[config.mk]
export PLATFORM = sky130hd
export DESIGN_NAME = pi_serial_frontend
export DESIGN_NICKNAME = d
export VERILOG_FILES = /design/src/rtl/pi_serial_frontend.sv
export SDC_FILE = /design/constraint.sdc
export NUM_CORES = 1
export LEC_CHECK = 0
export CAP_MARGIN = 20
export CELL_PAD_IN_SITES_DETAIL_PLACEMENT = 1
export CELL_PAD_IN_SITES_GLOBAL_PLACEMENT = 2
export CORE_UTILIZATION = 34
export DETAILED_ROUTE_END_ITERATION = 10
export PLACE_DENSITY = 0.86
export SLEW_MARGIN = 10
export SYNTH_ARGS = -nofsm -noshare
export SYNTH_HDL_FRONTEND = slang
export SYNTH_SLANG_ARGS = --single-unit
[constraint.sdc]
create_clock -name clk -period 3 [get_ports clk]
set_input_delay 0.6 -clock clk [delete_from_list [all_inputs] [get_ports clk]]
set_output_delay 0.6 -clock clk [all_outputs]
set_load 0.1 [all_outputs]
[src/rtl/pi_serial_frontend.sv]
// -----------------------------------------------------------------------------
// pi_serial_frontend
//   Receive-side front end of the Pi-to-CPLD serial link. The Pi's raw GPIO
//   strobes are synchronised into clk. Rising edges of the serial clock become
//   single-cycle SHIFT commands and rising edges of the latch strobe become
//   single-cycle LATCH commands. Both are addressed to one of NUM_REGS 8-bit
//   serial-in/parallel-out registers. Bits are counted per frame, and short,
//   long and mis-addressed frames raise a sticky error flag.
//
//   Optional build macro: PI_SERIAL_DEGLITCH_EN
//     If defined, the synced sclk/sle must hold a new level for 2 clk cycles
//     before the edge is accepted. Latency becomes SYNC_STAGES+3, and
//     sdata/rsel are delayed to match. If undefined, latency is SYNC_STAGES+1.
//
// Ports
//   clk        in   system clock, all logic on posedge
//   rst        in   synchronous active-high reset
//   pi_sclk    in   raw serial clock (asynchronous)
//   pi_sdata   in   raw serial data (asynchronous, stable around sclk rise)
//   pi_sle     in   raw latch request (asynchronous)
//   pi_rsel    in   raw target register select, stable for the whole frame
//   sr_cs      out  one-hot command strobe to the shift registers
//   sr_le      out  1 = latch command, 0 = shift command (valid with sr_cs)
//   sr_din     out  serial bit for a shift command
//   frame_done out  one-cycle pulse: clean latch after exactly FRAME_BITS shifts
//   frame_err  out  sticky error flag
//   err_clr    in   clears frame_err (an error in the same cycle wins)
//   bit_cnt    out  shifts in the current frame, saturating at 15
// -----------------------------------------------------------------------------
module pi_serial_frontend #(
   parameter int SYNC_STAGES = 2,
   parameter int FRAME_BITS  = 8,
   parameter int NUM_REGS    = 4,
   localparam int RW = (NUM_REGS > 1) ? $clog2(NUM_REGS) : 1
) (
   input  logic                clk,
   input  logic                rst,
   input  logic                pi_sclk,
   input  logic                pi_sdata,
   input  logic                pi_sle,
   input  logic [RW-1:0]       pi_rsel,
   output logic [NUM_REGS-1:0] sr_cs,
   output logic                sr_le,
   output logic                sr_din,
   output logic                frame_done,
   output logic                frame_err,
   input  logic                err_clr,
   output logic [3:0]          bit_cnt
);

   typedef enum logic [1:0] {IDLE, SHIFTING, LATCH} state_t;

   // ---------------- input synchronisers ----------------
   logic [SYNC_STAGES-1:0]         sclk_sync_q, sdata_sync_q, sle_sync_q;
   logic [SYNC_STAGES-1:0][RW-1:0] rsel_sync_q;

   always_ff @(posedge clk) begin
      if (rst) begin
         sclk_sync_q  <= '0;
         sdata_sync_q <= '0;
         sle_sync_q   <= '0;
         rsel_sync_q  <= '0;
      end else begin
         sclk_sync_q  <= {sclk_sync_q[SYNC_STAGES-2:0], pi_sclk};
         sdata_sync_q <= {sdata_sync_q[SYNC_STAGES-2:0], pi_sdata};
         sle_sync_q   <= {sle_sync_q[SYNC_STAGES-2:0], pi_sle};
         rsel_sync_q  <= {rsel_sync_q[SYNC_STAGES-2:0], pi_rsel};
      end
   end

   logic          sclk_s, sdata_s, sle_s;
   logic [RW-1:0] rsel_s;
   assign sclk_s  = sclk_sync_q[SYNC_STAGES-1];
   assign sdata_s = sdata_sync_q[SYNC_STAGES-1];
   assign sle_s   = sle_sync_q[SYNC_STAGES-1];
   assign rsel_s  = rsel_sync_q[SYNC_STAGES-1];

   // Levels fed to the edge detectors and the data/select aligned with them.
   logic          sclk_lvl, sle_lvl, sdata_al;
   logic [RW-1:0] rsel_al;

`ifdef PI_SERIAL_DEGLITCH_EN
   // A level is accepted only once the synced input has shown it on two
   // consecutive cycles. The filtered level therefore trails the synced input
   // by two cycles, and sdata/rsel are pushed through two flops to stay aligned.
   logic                sclk_h_q, sle_h_q, sclk_f_q, sle_f_q;
   logic [1:0]          sdata_dly_q;
   logic [1:0][RW-1:0]  rsel_dly_q;

   always_ff @(posedge clk) begin
      if (rst) begin
         sclk_h_q    <= 1'b0;
         sle_h_q     <= 1'b0;
         sclk_f_q    <= 1'b0;
         sle_f_q     <= 1'b0;
         sdata_dly_q <= '0;
         rsel_dly_q  <= '0;
      end else begin
         sclk_h_q <= sclk_s;
         sle_h_q  <= sle_s;
         if (sclk_s == sclk_h_q) sclk_f_q <= sclk_s;
         if (sle_s == sle_h_q)   sle_f_q  <= sle_s;
         sdata_dly_q <= {sdata_dly_q[0], sdata_s};
         rsel_dly_q  <= {rsel_dly_q[0], rsel_s};
      end
   end

   assign sclk_lvl = sclk_f_q;
   assign sle_lvl  = sle_f_q;
   assign sdata_al = sdata_dly_q[1];
   assign rsel_al  = rsel_dly_q[1];
`else
   assign sclk_lvl = sclk_s;
   assign sle_lvl  = sle_s;
   assign sdata_al = sdata_s;
   assign rsel_al  = rsel_s;
`endif

   // ---------------- edge detection ----------------
   logic sclk_prev_q, sle_prev_q;
   logic sclk_rise, sle_rise;

   always_ff @(posedge clk) begin
      if (rst) begin
         sclk_prev_q <= 1'b0;
         sle_prev_q  <= 1'b0;
      end else begin
         sclk_prev_q <= sclk_lvl;
         sle_prev_q  <= sle_lvl;
      end
   end

   assign sclk_rise = sclk_lvl & ~sclk_prev_q;
   assign sle_rise  = sle_lvl & ~sle_prev_q;

   // ---------------- command FSM ----------------
   function automatic logic [NUM_REGS-1:0] onehot(input logic [RW-1:0] s);
      logic [NUM_REGS-1:0] v;
      v = '0;
      for (int i = 0; i < NUM_REGS; i++)
         if (int'(s) == i) v[i] = 1'b1;
      return v;
   endfunction

   state_t              state_q, state_d;
   logic [RW-1:0]       frame_sel_q, frame_sel_d;
   logic                frame_bad_q, frame_bad_d;   // an error has hit the frame since the last latch
   logic [3:0]          bit_cnt_q, bit_cnt_d;
   logic [NUM_REGS-1:0] sr_cs_q, sr_cs_d;
   logic                sr_le_q, sr_le_d, sr_din_q, sr_din_d;
   logic                frame_done_q, frame_done_d, frame_err_q, frame_err_d;
   logic                err_set;
   logic [RW-1:0]       sel;

   always_comb begin
      state_d      = state_q;
      frame_sel_d  = frame_sel_q;
      frame_bad_d  = frame_bad_q;
      bit_cnt_d    = bit_cnt_q;
      sr_cs_d      = '0;
      sr_le_d      = 1'b0;
      sr_din_d     = 1'b0;
      frame_done_d = 1'b0;
      err_set      = 1'b0;
      sel          = rsel_al;

      if (sle_rise) begin
         // Latch wins over a coincident shift. The shift is dropped and flagged.
         if (state_q == SHIFTING) sel = frame_sel_q;
         sr_cs_d = onehot(sel);
         sr_le_d = 1'b1;
         if (sclk_rise || frame_bad_q || bit_cnt_q != 4'(FRAME_BITS) || int'(sel) >= NUM_REGS)
            err_set = 1'b1;
         else
            frame_done_d = 1'b1;
         bit_cnt_d   = 4'd0;
         frame_bad_d = 1'b0;
         state_d     = (state_q == SHIFTING) ? LATCH : IDLE;
      end else if (sclk_rise) begin
         if (state_q == SHIFTING && rsel_al == frame_sel_q) begin
            sel       = frame_sel_q;
            bit_cnt_d = (bit_cnt_q == 4'd15) ? bit_cnt_q : bit_cnt_q + 4'd1;
         end else begin
            // First shift of a frame, or a select change mid-frame that restarts it.
            sel         = rsel_al;
            frame_sel_d = rsel_al;
            bit_cnt_d   = 4'd1;
            state_d     = SHIFTING;
            if (state_q == SHIFTING) begin
               err_set     = 1'b1;
               frame_bad_d = 1'b1;
            end
         end
         if (int'(sel) >= NUM_REGS) begin
            err_set     = 1'b1;
            frame_bad_d = 1'b1;
         end
         sr_cs_d  = onehot(sel);
         sr_din_d = sdata_al;
      end else if (state_q == LATCH) begin
         state_d = IDLE;
      end

      frame_err_d = err_set ? 1'b1 : (err_clr ? 1'b0 : frame_err_q);
   end

   always_ff @(posedge clk) begin
      if (rst) begin
         state_q      <= IDLE;
         frame_sel_q  <= '0;
         frame_bad_q  <= 1'b0;
         bit_cnt_q    <= 4'd0;
         sr_cs_q      <= '0;
         sr_le_q      <= 1'b0;
         sr_din_q     <= 1'b0;
         frame_done_q <= 1'b0;
         frame_err_q  <= 1'b0;
      end else begin
         state_q      <= state_d;
         frame_sel_q  <= frame_sel_d;
         frame_bad_q  <= frame_bad_d;
         bit_cnt_q    <= bit_cnt_d;
         sr_cs_q      <= sr_cs_d;
         sr_le_q      <= sr_le_d;
         sr_din_q     <= sr_din_d;
         frame_done_q <= frame_done_d;
         frame_err_q  <= frame_err_d;
      end
   end

   assign sr_cs      = sr_cs_q;
   assign sr_le      = sr_le_q;
   assign sr_din     = sr_din_q;
   assign frame_done = frame_done_q;
   assign frame_err  = frame_err_q;
   assign bit_cnt    = bit_cnt_q;

endmodule

# ---- After elaboration in Yosys (flattened, before gate mapping)
# Index checks and enable logic that the tools add are counted.
dict set report word_totals {
  out_inout_bits 12
  in_bits 8
  wordCells 82
  register_bits 29
}
dict set report op_classes {
  bitwise 7
  addsub 1
  reduce_logical 14
  n_mux 31
  n_eq_ne 13
}
# operator count
set ops {}
lappend ops {{two-way mux 2 bit} 10}
lappend ops {{two-way mux 1 bit} 17}
lappend ops {{two-way mux 4 bit} 4}
lappend ops {{== test 2 bit, second input constant} 5}
lappend ops {{== test 2 x 1 -> 1 bit, second input constant} 3}
lappend ops {{AND reduction 2 bit} 3}
lappend ops {{inverter 1 bit} 5}
lappend ops {{adder 4 x 1 -> 4 bit, second input constant} 1}
lappend ops {{== test 4 bit, second input constant} 1}
lappend ops {{logical NOT 2 bit} 2}
lappend ops {{inequality test 4 bit, second input constant} 1}
lappend ops {{OR reduction 2 bit} 2}
lappend ops {{inequality test 3 bit, second input constant} 1}
lappend ops {{AND reduction 3 bit} 1}
lappend ops {{nonzero test 3 bit} 1}
lappend ops {{OR reduction 3 bit} 1}
lappend ops {{AND 1 bit} 2}
lappend ops {{== test 2 bit} 1}
lappend ops {{logical OR 1 bit} 2}
lappend ops {{inequality test 2 bit, second input constant} 1}
lappend ops {{nonzero test 2 bit} 1}
lappend ops {{logical AND 1 bit} 1}

# ---- Longest topological paths before layout
# Gate-level depths: netlist of run 1.
dict set report logic_depth {
  depth_word 9
  mapped_depth 6
  depth_no_buf 6
}

# ---- Worst setup path after synthesis of run 1
# No wires, ideal clock.
dict set report synth_path {
  kind {reg-to-reg}
  start {reg bit_cnt_q[0] (netlist: bit_cnt[0])}
  end {reg bit_cnt_q[2] (netlist: bit_cnt[2])}
  arrival_time_ns 1.762
  path_buffers 0
  path_stages_with_launch 4
  setup_time_ns 0.103
  slack_ns 1.134
  t_required_ns 2.897
  synth_period_minus_slack_ns 1.866
  cell_sequence {dfxtp_1 ha_1 a21oi_1 a2111oi_2}
}
dict set report synth_via {
  elab_chain_cells 3
  elab_cells_between_ends 6
  classes_between {add/sub (1); eq/ne (2); mux (2); reduce/logical (1)}
}
# item line_no
set synth_rtl {}
lappend synth_rtl {{from (decl)} 148} ;# logic [3:0] bit_cnt_q, bit_cnt_d;
lappend synth_rtl {{from (signal assigned)} 222} ;# bit_cnt_q <= bit_cnt_d;
lappend synth_rtl {{adder 4 x 1 -> 4 bit or == test 4 bit (tied branches)} 182} ;# bit_cnt_d = (bit_cnt_q == 4'd15) ? bit_cnt_q : bit_cnt_q + 4'd1;
lappend synth_rtl {{two-way mux 4 bit or inequality test 2 bit (tied branches)} --}
lappend synth_rtl {{two-way mux 4 bit or AND reduction 2 bit (tied branches)} --}
# Parallel ways exist; a longest one is shown, timed or not. The select of a mux whose other input is x is not followed.
# A chain may end at the register's enable or synchronous reset.

# ---- Worst setup path in the final report of run 1
dict set report layout_path {
  start {reg bit_cnt_q[3] (netlist: bit_cnt[3])}
  end {out bit_cnt[3]}
}
# item line_no
set layout_rtl {}
lappend layout_rtl {{to (decl)} 48} ;# output logic [3:0] bit_cnt
# No word-level cell between the ends.

==> results of run 1 <==
==> state kept, by name, summed over array words and instances (netlist names), 2 cells and up <==
name,cells
bit_cnt,4
sr_cs,4
frame_sel_q,2
rsel_al,2
rsel_sync_q,2
sclk_sync_q,2
sdata_sync_q,2
sle_sync_q,2
state_q,2
==> path summary, 6_finish.rpt <==
kind                   endpoint  slack [ps]  cells past startpoint
setup / recovery     bit_cnt[3]        1260                      1
hold / removal    sle_sync_q[1]         440                      1
setup reg to reg      frame_err        1360                      4
hold reg to reg   sle_sync_q[1]         440                      1
==> cells in the mapped netlist, drive strengths merged (3+ instances only) <==
cell type  count  area share
clkbuf         5       0.017
o21ai          5       0.025
a21oi          7       0.031
nor2           5       0.017
dfxtp         29        0.51
inv            4       0.013
nand2          3      0.0099
nor2b         14       0.077
nand3          6       0.026
and3           3       0.017
nand2b         4       0.029
==> layer usage <==
layer | track usage | part of all wire
met1 | 0.172 | 0.44
met2 | 0.257 | 0.50
met3 | 0.0649 | 0.044
met4 | 0.0797 | 0.021
met5 | 0 | 0
==> cell type report <==
type / instances / area [um^2]
Multi-Input combinational cell: 73 / 510
Clock inverter: 1 / 5.00
Sequential cell: 29 / 581
Timing Repair Buffer: 20 / 168
Clock buffer: 7 / 65.1
Tap cell: 44 / 55.1
Inverter: 4 / 15.0
Fill cell: 364 / 1700
==> per-stage QoR <==
stage	std cells	util	worst slack (ps)
6_report	178	0.451	1260
3_5_place_dp	170	0.428	1060
4_1_cts	178	0.451	1250
3_3_place_gp	170	0.428	1100
5_1_grt	178	0.451	1180
2_1_floorplan	112	-	1130
==> cells by family after synthesis <==
logic type / Yosys count / synth area share
muxes: 3 / 0.0275
DFF: 29 / 0.511
adders and majority gates: 2 / 0.0220
and+or+nand+nor: 44 / 0.239
buffers and inverters: 10 / 0.0396
AOI/OAI and AO/OA: 22 / 0.139
xor gates and xnor gates: 2 / 0.0220
==> power breakdown <==
part           internal (mW)  total [mW]  switching [mW]
Sequential             0.395       0.402         0.00660
Clock                  0.136       0.275           0.139
Combinational         0.0248      0.0675          0.0427
==> flow_summary.yaml, run 1 <==
synth:
  seq_area_frac_synth: 0.511
  synth_nets: 122
  synthCells: 112
  synth_ff_type: "dfxtp_1"
  synthDistinctLibCells: 35
  ys_ff_latch: 29
  yosysWarnings: 0
  synthArstFlopShare: 0
  syn-mean-instance-area_um2: 10.1
  netlist_area_um2: 1140
  synth_edf_count: 0
global_route:
  antenna_found_initial: 0
  globalRouteOverflowTotal: 0
  grt_first_pass_wirelength_um: 3880
  grt_max_degree: 16
  grt_use_total: 0.157
  grt_pass1_vias: 851
critical_path:
  endpoint_kind: "output port"
  critPathLaunchType: "register"
  crit_path_max_fanout: 7
  crit_path_max_incr_delay_ps: 470
  critPathKind: "register to output port"
  r2r_start: "sclk_sync_q[1]"
  path_cells: "buf_4"
  cp_top_family: "flip-flops"
  crit_start: "bit_cnt[3]"
  crit_required_ps: 2400
  cp_num_buf_inv: 1
  crit_slowest_cell: "dfxtp_1"
  worstPathArrival_ps: 1140
floorplan:
  io_pins: 20
  die_area_um2: 3580
  core_um2: 3100
  floorplan.rows: 20
  initial_core_util: 0.366
  die_x_um: 59.8
  die_h_um: 59.8
clock_tree:
  clk_path_buf_depth: 2
  postCtsHoldBufs: 0
  clock-root-buffer: "clkbuf_4"
  cts.sinks: 29
  cts-buffers-inserted: 5
  clock_latency_ps: 330
  cts-htree-levels: 2
  clk_pin_slew_ps: 90
  postCtsSetupBuffers: 0
  post_cts_resized: 0
  cts_tree: "done"
sta:
  skew_ps: 9.08
  rsz0062_at_grt: "no"
  worst_pin_slew_ps: 816
  setup_violations: 0
  fmax_mhz: 573
  slew_viol_final: 0
  fin_setup_tns_ps: 0
  hold_viol_final: 0
  period_share: 0.581
  maxSlewHeadroom: 0.455
  hold_ws_ps: 443
  period_needed_ps: 1740
placed_design:
  placed_area_um2: 1330
  port-buffer-count: 19
  place_hpwl_um: 1620
  gp_congestion: 0.685
min_path:
  hp-start: "sle_sync_q[0]"
  hold_class: "register to register"
routing:
  num_vias: 868
  drtAntennaViolNets: 0
  wl_per_cell_um: 13.2
  drt_wl_total_um: 2350
  drt_iter0_drc: 14
  drt_pre_antenna_iters: 3
  drc: 0
  vias_per_cell: 4.88
layout:
  layout_common_cells: "29 x dfxtp_1, 14 x nor2b_1, 13 x buf_4, 7 x a21oi_1, 7 x clkdlybuf4s50_1"
  area_growth_syn_to_layout_pct: 23.1
  finalInstanceArea_um2: 1400
  layout_commonest_cell: "dfxtp_1"
  final_nets: 143
  antennaDiodeCount: 0
  drive_above_1_share: 0.201
power_and_ir_drop:
  power_density_nw_per_um2: 532
  p_leak_nw: 0.574
  irDropWorstVdd_v: 0.000308
  p_total_mw: 0.744
outcome:
  status: "finished, final reports clean"
flow_run:
  drv_cap: 0
Note: power is estimated with default switching activity, not from simulation.
==> inputs of run 2 (changes only) <==
CORE_UTILIZATION = 31   (was 34)
PLACE_DENSITY = 0.8   (was 0.86)
clock period = 1.74 ns   (was 3 ns; I/O delays follow)
==> flow_summary.yaml, run 2 (synthesized netlist as in run 1, its figures left out) <==
routing:
  drt_wl_total_um: 2480
  wl_per_cell_um: 13.6
  drt_pre_antenna_iters: 4
  drc: 0
  drtAntennaViolNets: 0
  num_vias: 895
  vias_per_cell: 4.92
  drt_iter0_drc: 20
sta:
  maxSlewHeadroom: 0.736
  setup_ws_ps: 226
  skew_ps: 9.29
  period_share: 0.870
  slew_viol_final: 0
  period_needed_ps: 1510
  hold_ws_ps: 439
  fmax_mhz: 661
  rsz0062_at_grt: "no"
  fin_setup_tns_ps: 0
  worst_pin_slew_ps: 391
  hold_viol_final: 0
  setup_violations: 0
clock_tree:
  cts.sinks: 29
  clock-root-buffer: "clkbuf_4"
  post_cts_resized: 0
  clk_pin_slew_ps: 80
  cts_tree: "done"
  postCtsHoldBufs: 0
  cts-htree-levels: 2
  postCtsSetupBuffers: 0
  clk_path_buf_depth: 2
  cts-buffers-inserted: 5
  clock_latency_ps: 330
global_route:
  globalRouteOverflowTotal: 0
  grt_max_degree: 24
  antenna_found_initial: 0
  grt_pass1_vias: 975
  grt_use_total: 0.147
  grt_first_pass_wirelength_um: 4450
critical_path:
  cp_num_buf_inv: 0
  cp_top_family: "flip-flops"
  worstPathArrival_ps: 1730
  r2r_start: "rsel_al[1]"
  critPathKind: "register to register"
  critPathLaunchType: "register"
  crit_slowest_cell: "dfxtp_1"
  r2r_cells: 4
  regToRegEndpoint: "bit_cnt[2]"
  endpoint_kind: "register"
  crit_path_max_incr_delay_ps: 500
  crit_required_ps: 1960
  ff2ff_setup_slack_ps: 230
  crit_path_max_fanout: 8
  path_cells: "xor2_2 -> nor3_4 -> o21ai_2 -> a2111oi_2"
power_and_ir_drop:
  p_switching_mw: 0.311
  combPwrFrac: 0.107
  p_sw_frac: 0.251
  p_leak_nw: 0.619
  p_total_mw: 1.24
  sequentialPowerShare: 0.560
  power_density_nw_per_um2: 789
  internal-power_mw: 0.931
  irDropWorstVdd_v: 0.000336
  p_clk_frac: 0.332
floorplan:
  core_um2: 3420
  floorplan.rows: 21
  die_x_um: 62.5
  die_area_um2: 3910
  io_pins: 20
  initial_core_util: 0.333
  die_h_um: 62.5
placed_design:
  port-buffer-count: 19
  placed_area_um2: 1520
  gp_congestion: 0.795
  place_hpwl_um: 1720
  place_ws_ps: 231
layout:
  final_nets: 146
  layout_commonest_cell: "dfxtp_1"
  antennaDiodeCount: 0
  finalInstanceArea_um2: 1570
  area_growth_syn_to_layout_pct: 38.5
  drive_above_1_share: 0.221
  layout_common_cells: "27 x dfxtp_1, 14 x nor2b_1, 13 x buf_12, 7 x a21oi_1, 7 x clkdlybuf4s50_1"
  fillers: 384
min_path:
  hold_path_depth: 1
  hp-start: "rsel_sync_q[1]"
  hold_class: "register to register"
  worstHoldEndpoint: "rsel_al[1]"
outcome:
  status: "finished, final reports clean"
flow_run:
  drv_cap: 0
-- run 2: worst max path at each step --
stage                    start    endpoint  slack [ps]  depth (start not counted)
floorplan           bit_cnt[3]   frame_err          10                          4
global placement           rst  bit_cnt[1]         310                          4
detailed placement         rst  bit_cnt[1]         230                          4
global route        rsel_al[1]  bit_cnt[2]         110                          4
CTS                 rsel_al[1]  bit_cnt[2]         220                          4
finish              rsel_al[1]  bit_cnt[2]         230                          4
-- run 2: area by class of cell --
| type | count | area [um^2] | area share |
|---|---|---|---|
| repair buffers | 23 | 353 | 0.224 |
| flip-flops and latches | 29 | 583 | 0.370 |
| multi-input cells | 73 | 510 | 0.324 |
| clock buffers | 7 | 55.1 | 0.0350 |
| well taps | 46 | 57.6 | 0.0366 |
| inverters | 4 | 15.0 | 0.00954 |
-- run 2: metal layers --
layer | part of all wire | up-vias | track usage
met5 | 0 | - | 0
met4 | 0.021 | 0 | 0.0640
met3 | 0.052 | 6 | 0.0529
met2 | 0.49 | 23 | 0.242
met1 | 0.44 | 427 | 0.172
li1 | - | 439 | -
-- run 2: power groups by stage --
stage | logic, mW | clock network, mW | registers [mW]
after floorplan | 0.0530 | 0 | 0.736
after global placement | 0.131 | 0 | 0.711
after detailed placement | 0.134 | 0 | 0.712
after CTS | 0.135 | 0.434 | 0.696
after global routing | 0.143 | 0.466 | 0.699
final | 0.133 | 0.413 | 0.696
-- run 2: metrics by stage --
stage | cells | utilization
2_1_floorplan | 112 | -
3_3_place_gp | 175 | 0.445
3_5_place_dp | 175 | 0.445
4_1_cts | 182 | 0.461
5_1_grt | 182 | 0.461
6_report | 182 | 0.461
-- run 2: worst reg2reg max path, stage by stage, from the launching register on --
cell       delay [ps]
dfxtp_1           500
xor2_2            150
nor3_4            300
o21ai_2           100
a2111oi_2         360
